**config.mk**
```make
export PLATFORM = sky130hd
export DESIGN_NAME = logic_unit_pipe
export DESIGN_NICKNAME = d
export VERILOG_FILES = /design/src/rtl/logic_unit_pipe.sv
export SDC_FILE = /design/constraint.sdc
export NUM_CORES = 1
export LEC_CHECK = 0
export ABC_CLOCK_PERIOD_IN_PS = 4100
export CELL_PAD_IN_SITES_DETAIL_PLACEMENT = 1
export CELL_PAD_IN_SITES_GLOBAL_PLACEMENT = 1
export CORE_ASPECT_RATIO = 1.4
export CORE_MARGIN = 10
export CORE_UTILIZATION = 38
export CTS_CLUSTER_DIAMETER = 200
export CTS_CLUSTER_SIZE = 12
export DETAILED_ROUTE_END_ITERATION = 7
export HOLD_SLACK_MARGIN = 0.02
export PLACE_DENSITY_LB_ADDON = 0.3
export SYNTH_ARGS = -nofsm -noshare
export SYNTH_HDL_FRONTEND = slang
export SYNTH_SLANG_ARGS = --single-unit
```
**constraint.sdc**
```tcl
create_clock -name clk -period 4.1 [get_ports clk]
set_clock_uncertainty 0.2 [all_clocks]
set_input_delay 0.82 -clock clk [delete_from_list [all_inputs] [get_ports clk]]
set_output_delay 0.82 -clock clk [all_outputs]
set_load 0.02 [all_outputs]
```
**src/rtl/logic_unit_pipe.sv**
```systemverilog
// Pipelined bitwise logic unit (AND/OR/XOR/NAND) with valid/ready flow control on both sides.
// Define LOGIC_UNIT_CHECK_EN to build the result checker that compares each output with in_exp.
module logic_unit_pipe #(
  parameter int WIDTH  = 4,
  parameter int STAGES = 2,
  parameter int CNT_W  = 16
) (
  input  logic             clk,
  input  logic             rst_n,
  input  logic             clr,
  input  logic             in_valid,
  output logic             in_ready,
  input  logic [WIDTH-1:0] in_a,
  input  logic [WIDTH-1:0] in_b,
  input  logic [1:0]       in_op,
  input  logic [WIDTH-1:0] in_exp,
  output logic             out_valid,
  input  logic             out_ready,
  output logic [WIDTH-1:0] out_c,
  output logic [1:0]       out_op,
  output logic [CNT_W-1:0] vec_cnt,
  output logic [CNT_W-1:0] err_cnt,
  output logic             err_flag
);

  function automatic logic [WIDTH-1:0] logic_op(input logic [WIDTH-1:0] a,
                                                input logic [WIDTH-1:0] b,
                                                input logic [1:0]       op);
    case (op)
      2'b00:   return a & b;
      2'b01:   return a | b;
      2'b10:   return a ^ b;
      default: return ~(a & b);
    endcase
  endfunction

  function automatic logic [CNT_W-1:0] sat_inc(input logic [CNT_W-1:0] x);
    return (&x) ? x : x + CNT_W'(1);
  endfunction

  logic [STAGES-1:0] v_q, v_d, adv;
  logic [WIDTH-1:0]  c_q  [STAGES];
  logic [WIDTH-1:0]  c_d  [STAGES];
  logic [1:0]        op_q [STAGES];
  logic [1:0]        op_d [STAGES];
  logic [CNT_W-1:0]  vec_q, vec_d;
  logic              accept, out_hs;

  // A stage may advance iff some stage at or after it is empty, or the sink takes the result.
  always_comb begin
    logic all_full;
    all_full = 1'b1;
    adv      = '0;
    for (int k = STAGES - 1; k >= 0; k--) begin
      all_full = all_full & v_q[k];
      adv[k]   = !all_full || out_ready;
    end
  end

  assign in_ready  = adv[0];
  assign accept    = in_valid && adv[0];
  assign out_valid = v_q[STAGES-1];
  assign out_c     = c_q[STAGES-1];
  assign out_op    = op_q[STAGES-1];
  assign out_hs    = out_valid && out_ready;

  always_comb begin
    v_d  = v_q;
    c_d  = c_q;
    op_d = op_q;
    if (adv[0]) begin
      v_d[0]  = accept;
      c_d[0]  = logic_op(in_a, in_b, in_op);
      op_d[0] = in_op;
    end
    for (int k = 1; k < STAGES; k++) begin
      if (adv[k]) begin
        v_d[k]  = v_q[k-1];
        c_d[k]  = c_q[k-1];
        op_d[k] = op_q[k-1];
      end
    end
  end

  always_comb begin
    vec_d = vec_q;
    if (clr)         vec_d = '0;
    else if (accept) vec_d = sat_inc(vec_q);
  end

  always_ff @(posedge clk or negedge rst_n) begin
    if (!rst_n) begin
      v_q   <= '0;
      vec_q <= '0;
      for (int k = 0; k < STAGES; k++) begin
        c_q[k]  <= '0;
        op_q[k] <= '0;
      end
    end else begin
      v_q   <= v_d;
      vec_q <= vec_d;
      c_q   <= c_d;
      op_q  <= op_d;
    end
  end

  assign vec_cnt = vec_q;

`ifdef LOGIC_UNIT_CHECK_EN
  logic [WIDTH-1:0] exp_q [STAGES];
  logic [WIDTH-1:0] exp_d [STAGES];
  logic [CNT_W-1:0] err_q, err_d;
  logic             flag_q, flag_d;
  logic             mismatch;

  // Expected value shadows the result so it lines up at the output stage.
  always_comb begin
    exp_d = exp_q;
    if (adv[0]) exp_d[0] = in_exp;
    for (int k = 1; k < STAGES; k++) begin
      if (adv[k]) exp_d[k] = exp_q[k-1];
    end
  end

  assign mismatch = out_hs && (c_q[STAGES-1] != exp_q[STAGES-1]);

  always_comb begin
    err_d  = err_q;
    flag_d = flag_q;
    if (clr) begin
      err_d  = '0;
      flag_d = 1'b0;
    end else if (mismatch) begin
      err_d  = sat_inc(err_q);
      flag_d = 1'b1;
    end
  end

  always_ff @(posedge clk or negedge rst_n) begin
    if (!rst_n) begin
      err_q  <= '0;
      flag_q <= 1'b0;
      for (int k = 0; k < STAGES; k++) exp_q[k] <= '0;
    end else begin
      err_q  <= err_d;
      flag_q <= flag_d;
      exp_q  <= exp_d;
    end
  end

  assign err_cnt  = err_q;
  assign err_flag = flag_q;
`else
  logic unused_exp;
  assign unused_exp = ^{in_exp, out_hs};
  assign err_cnt    = '0;
  assign err_flag   = 1'b0;
`endif

endmodule

```
==> results of run 1 <==
-- through the flow --
stage                     std cells  setup slack (ns)
after CTS                       293            0.8295
final                           293            0.8440
after floorplan                 215             1.693
after global placement          286            0.7509
after global routing            293            0.7734
after detailed placement        286            0.7520
-- layer usage --
layer / global-route usage (%) / part of all wire (%)
met1: 11.34 / 39
met2: 19.47 / 54
met3: 3.979 / 5.9
met4: 4.545 / 1.9
met5: 0 / 0
-- critical path: cells and delay by family --
family / cells / cell delay, ns
simple gates: 1 / 0.25
buf+inv: 2 / 1.17
-- flip-flops by register name, summed over array words and instances, names as in the netlist --
name,count
vec_cnt,16
c_q,4
out_c,4
op_q,2
out_op,2
v_q,2
-- final cells by class --
| type | count | area, um2 |
|---|---|---|
| clock buffer | 7 | 76.32 |
| timing repair buffer | 40 | 395.4 |
| tap | 64 | 80.08 |
| multi-input combinational | 140 | 972.2 |
| sequential | 30 | 750.7 |
| fill | 580 | 2560 |
| inverter | 12 | 45.04 |
-- worst max path at each step --
stage / start / to / cells after the start / slack (ns)
after CTS: out_ready / in_ready / 3 / 0.83
after floorplan: out_ready / in_ready / 2 / 1.69
final: out_ready / in_ready / 3 / 0.84
after global routing: out_ready / in_ready / 3 / 0.77
after detailed placement: out_ready / vec_cnt[13] / 6 / 0.75
after global placement: out_ready / vec_cnt[13] / 6 / 0.75
-- logic make-up after synthesis --
| group | synth area share, % |
|---|---|
| flip-flops | 38.86 |
| AND/OR/NAND/NOR | 20.86 |
| multiplexers | 9.067 |
| other | 0.1941 |
| adder cells (fa/ha/maj) | 5.829 |
| AO/OA/AOI/OAI | 11.27 |
| buffers and inverters | 13.92 |
-- report_power, final --
| part | leakage [nW] | switching, W | total, W | internal, W |
|---|---|---|---|---|
| logic | 0.552 | 0.0000762 | 0.000142 | 0.0000656 |
| registers | 0.381 | 0.0000133 | 0.000332 | 0.000319 |
| clock network | 0.0383 | 0.000102 | 0.000218 | 0.000117 |
-- cell usage in the layout, fill, tap and decap left out, drive strengths merged --
cell,synthesis,final
a211oi,2,2
a21oi,19,19
and3,4,4
buf,28,2
clkbuf,5,7
clkdlybuf4s50,0,38
conb,1,17
dfrtp,30,30
ha,9,9
inv,12,12
mux2,14,14
mux2i,1,1
nand2,7,7
nand2b,1,1
nand3,5,5
nand3b,1,1
nand4,6,6
nor2,10,10
nor2b,8,8
nor3,1,1
nor4,4,4
nor4b,2,2
o211ai,1,1
o21ai,5,5
o31ai,10,10
or2,1,1
or3,2,2
or3b,1,1
or4,9,9
==> flow_summary.yaml, run 1 <==
run_status:
  status: "finished, final reports clean"
route:
  post_drt_wl_per_cell_um: 15.13
  ant_nets: 0
  wl_mm: 4.433
  drc: 0
  first_pass_iters: 4
  viasPerCell: 5.061
  num_vias: 1483
  drt_iter0_drc: 50
logic_synthesis:
  yosys.area.top_type_share_pct: 38.86
  synth_area_um2: 1932
  synthArstFlopShare_pct: 100.0
  yosysTopAreaCell: "dfrtp_1"
  yosys_most_used_dff: "dfrtp_1"
  ys_warn_count: 0
  synthTopCellsByCount: "30 x dfrtp_1, 24 x buf_4, 19 x a21oi_1"
  synth-edff-count: 0
  syn_area_per_cell_um2: 9.708
  ys_seq_area_share_pct: 38.86
  synth.most_common_cell: "dfrtp_1"
  synthCells: 199
  ys_ff_latch: 30
  ys_top_cells_by_area: "dfrtp_1 39%, buf_4 9.3%, ha_1 5.8%"
  yosys.cell_types.count: 38
cts:
  cts_sinks: 30
  cts.reportedPaths.clkPinSlew_ns: 0.06
  worst_skew_pair.late_latency_ns: 0.28
  cts_buffers: 5
  cts.repair.resized: 0
  cts_max_level: 2
  cts_root_buf: "clkbuf_8"
  ctsHoldBuffers: 0
  cts_tree: "done"
  post_cts_buffers: 0
  cts_max_path_buffers: 2
layout:
  final_nets: 257
  stdcell_area_um2: 2320
  diodes: 0
  drive_above_1_share_pct: 11.35
  finish.utilization_pct: 47.54
  syn_to_final_growth_pct: 20.08
timing:
  setup_viol: 0
  rsz0062_at_grt: "false"
  whs_ns: 0.2805
  final_hold_viol_count: 0
  setup_tns_ns: 0
  tightestPinTransition_ns: 0.7535
  relSlewSlack_pct: 49.39
  final_max_slew_viol_count: 0
  min_period_ns: 3.256
  min_period_over_period_pct: 79.41
  max_freq_ghz: 0.3071
placement:
  dp_hpwl_mm: 3.546
  finalWeightedCongestion: 0.7720
  placed_area_um2: 2243
  port_buffers: 38
floorplan:
  core_area_um2: 4880
  initial_core_util_pct: 39.59
  io_pins: 60
  die_h_um: 104.4
  die_width_um: 80.26
  die_area_um2: 8376
  fp-row-count: 30
setup_path:
  crit_top_cell: "clkdlybuf4s50_1"
  required_ns: 3.08
  cp_slowest_cell: "clkdlybuf4s50_1"
  arrival_ns: 2.24
  r2r_end: "vec_cnt[13]"
  start_kind: "input port"
  r2r_cells: 5
  crit_path_end_kind: "primary output"
  cp_max_fo: 6
  timing.rr.start: "v_q[1]"
  slowest_delay_ns: 0.68
  worstPathCellList: "clkdlybuf4s50_1 > nand3b_1 > clkdlybuf4s50_1"
  worstSetupPathType: "in -> out"
  r2r_setup_slack_ns: 1.72
worst_hold_path:
  whs_path_depth: 1
  min_to: "v_q[1]"
  hold_path_class: "reg -> reg"
  min_from: "v_q[0]"
global_route:
  grt.total_usage_pct: 11.10
  grt_max_degree: 31
  antenna_found_initial: 0
  first_global_vias: 1540
  grt_pass1_wl_mm: 7.541
  grt_overflow: 0
pwr:
  p_per_area_nw_per_um2: 298.5
  power_leakage_nw: 0.9710
  power_w: 0.0006924
  peakVddDrop_uv: 128.0
flow_run:
  maxCapViolCount: 0
Power figures use the tool's default switching activity.
==> run 2, diff against run 1 <==
Settings changed: ABC_CLOCK_PERIOD_IN_PS 4100 to 2900, CORE_UTILIZATION 38 to 31.
Clock period 4.1 ns to 2.9 ns, I/O delays scaled along.
==> run 2 against run 1 <==
Effect of this change:
- count of clock-buffer cells in the layout is 1 lower
- final cell count is 4.8% higher
- register-to-register slack got worse by 0.95 ns
- global-route usage is 1.3 points lower
- total power grew 58%
- clock power up 95%
- largest cell class unchanged
==> flow_summary.yaml, run 2 (synthesized netlist as in run 1, its figures left out) <==
run_status:
  status: "finished, final reports clean"
cts:
  cts_tree: "done"
  cts_buffers: 5
  cts_root_buf: "clkbuf_8"
  cts_max_path_buffers: 2
  post_cts_buffers: 0
  worst_skew_pair.late_latency_ns: 0.29
  cts.repair.resized: 0
  cts_max_level: 2
  cts_sinks: 30
  cts.reportedPaths.clkPinSlew_ns: 0.07
  ctsHoldBuffers: 0
timing:
  rsz0062_at_grt: "false"
  max_freq_ghz: 0.3649
  setup_viol: 0
  setup_tns_ns: 0
  min_period_over_period_pct: 94.51
  relSlewSlack_pct: 59.09
  final_max_slew_viol_count: 0
  final_hold_viol_count: 0
  min_period_ns: 2.741
  tightestPinTransition_ns: 0.6086
floorplan:
  initial_core_util_pct: 31.54
  core_area_um2: 6126
  die_width_um: 86.72
  die_h_um: 113.4
  io_pins: 60
  fp-row-count: 34
  die_area_um2: 9834
layout:
  regArea_um2: 750.7
  stdcell_area_um2: 2401
  final_nets: 262
  diodes: 0
  instances_no_fill: 307
  syn_to_final_growth_pct: 24.29
  fill_cells: 743
  drive_above_1_share_pct: 14.04
  multi_input_area_um2: 972.2
  layout_common_cells: "38 x clkdlybuf4s50_1, 30 x dfrtp_1, 19 x a21oi_1, 17 x conb_1, 12 x inv_1"
  largest_register_ffs: 16
  finish.utilization_pct: 39.20
  mostFrequentLayoutCell: "clkdlybuf4s50_1"
route:
  viasPerCell: 5.023
  post_drt_wl_per_cell_um: 15.35
  wl_mm: 4.712
  drc: 0
  num_vias: 1542
  ant_nets: 0
  first_pass_iters: 4
  drt_iter0_drc: 56
global_route:
  grt_use_met2_pct: 17.03
  grt_use_met3_pct: 4.494
  busiest_layer: "met2"
  grt_pass1_wl_mm: 7.714
  use_met1_pct: 9.597
  first_global_vias: 1637
  antenna_found_initial: 0
  grt.total_usage_pct: 9.764
  grt_max_degree: 31
  grt_overflow: 0
setup_path:
  worstSetupPathType: "in -> out"
  cp_top_family: "buffers and inverters"
  start_kind: "input port"
  arrival_ns: 1.96
  timing.critical_path.buf_inv: 2
  slowest_delay_ns: 0.67
  required_ns: 2.12
  worstPathCellList: "clkdlybuf4s50_1 > nand3b_1 > clkdlybuf4s50_1"
  crit_path_end_kind: "primary output"
  cp_max_fo: 6
  crit_top_cell: "clkdlybuf4s50_1"
  cp_slowest_cell: "clkdlybuf4s50_1"
placement:
  placed_area_um2: 2291
  dp_hpwl_mm: 3.682
  placedCellCount: 299
  port_buffers: 38
  finalWeightedCongestion: 0.8128
pwr:
  power_w: 0.001096
  peakVddDrop_uv: 225.0
  power_leakage_nw: 1.007
  p_per_area_nw_per_um2: 456.3
flow_run:
  maxCapViolCount: 0
worst_hold_path:
  hold_path_class: "reg -> reg"
## run 2: cell count changes in the layout (fill, tap and decap cells not counted), sizes merged
cell      delta
buf          +5
bufinv       +1
clkbuf       -1
clkinvlp     +1
## run 2: layout make-up
cell class / count / share of cell area, %
clock inverters: 2 / 1.563
well taps: 72 / 3.752
flip-flops and latches: 30 / 31.27
inverters: 12 / 1.876
repair buffers: 45 / 18.03
multi-input cells: 140 / 40.49
clock buffers: 6 / 3.022
## run 2: layer usage
metal  part of all wire, %  up-vias
met2                    53       41
met3                   7.7        7
met5                     0        -
li1                      -      736
met1                    38      758
met4                   1.5        0
## run 2: per-stage QoR
stage,hold slack [ns],setup WS [ns]
final,0.2698,0.1592
after global routing,0.2920,0.08894
after CTS,0.2732,0.1442
after detailed placement,0.2622,0.1519
after global placement,0.2583,0.1553
after floorplan,0.08441,0.9341
## run 2: path summary, 6_finish.rpt
check	startpoint	endpoint	slack, ns	cells after the start
setup / recovery	out_ready	in_ready	0.16	3
hold / removal	v_q[0]	v_q[1]	0.27	1
setup reg to reg	vec_cnt[9]	vec_cnt[13]	0.77	5
hold reg to reg	v_q[0]	v_q[1]	0.27	1
max in group asynchronous	rst_n	vec_cnt[0]	1.73	2
min in group asynchronous	rst_n	vec_cnt[1]	0.48	2
## run 2: power by group
| group | internal, W | total [W] | switching, W |
|---|---|---|---|
| Clock | 0.000256 | 0.000425 | 0.000169 |
| Sequential | 0.000450 | 0.000468 | 0.0000175 |
| Combinational | 0.0000939 | 0.000203 | 0.000109 |
| Total | 0.000800 | 0.00110 | 0.000295 |
## run 2: worst reg2reg max path, stage by stage (launching register included)
cell and delay, ns:
dfrtp_1 0.49, nand4_2 0.21, nor4_4 0.50, buf_4 0.24, nor4b_1 0.06, mux2_1 0.31
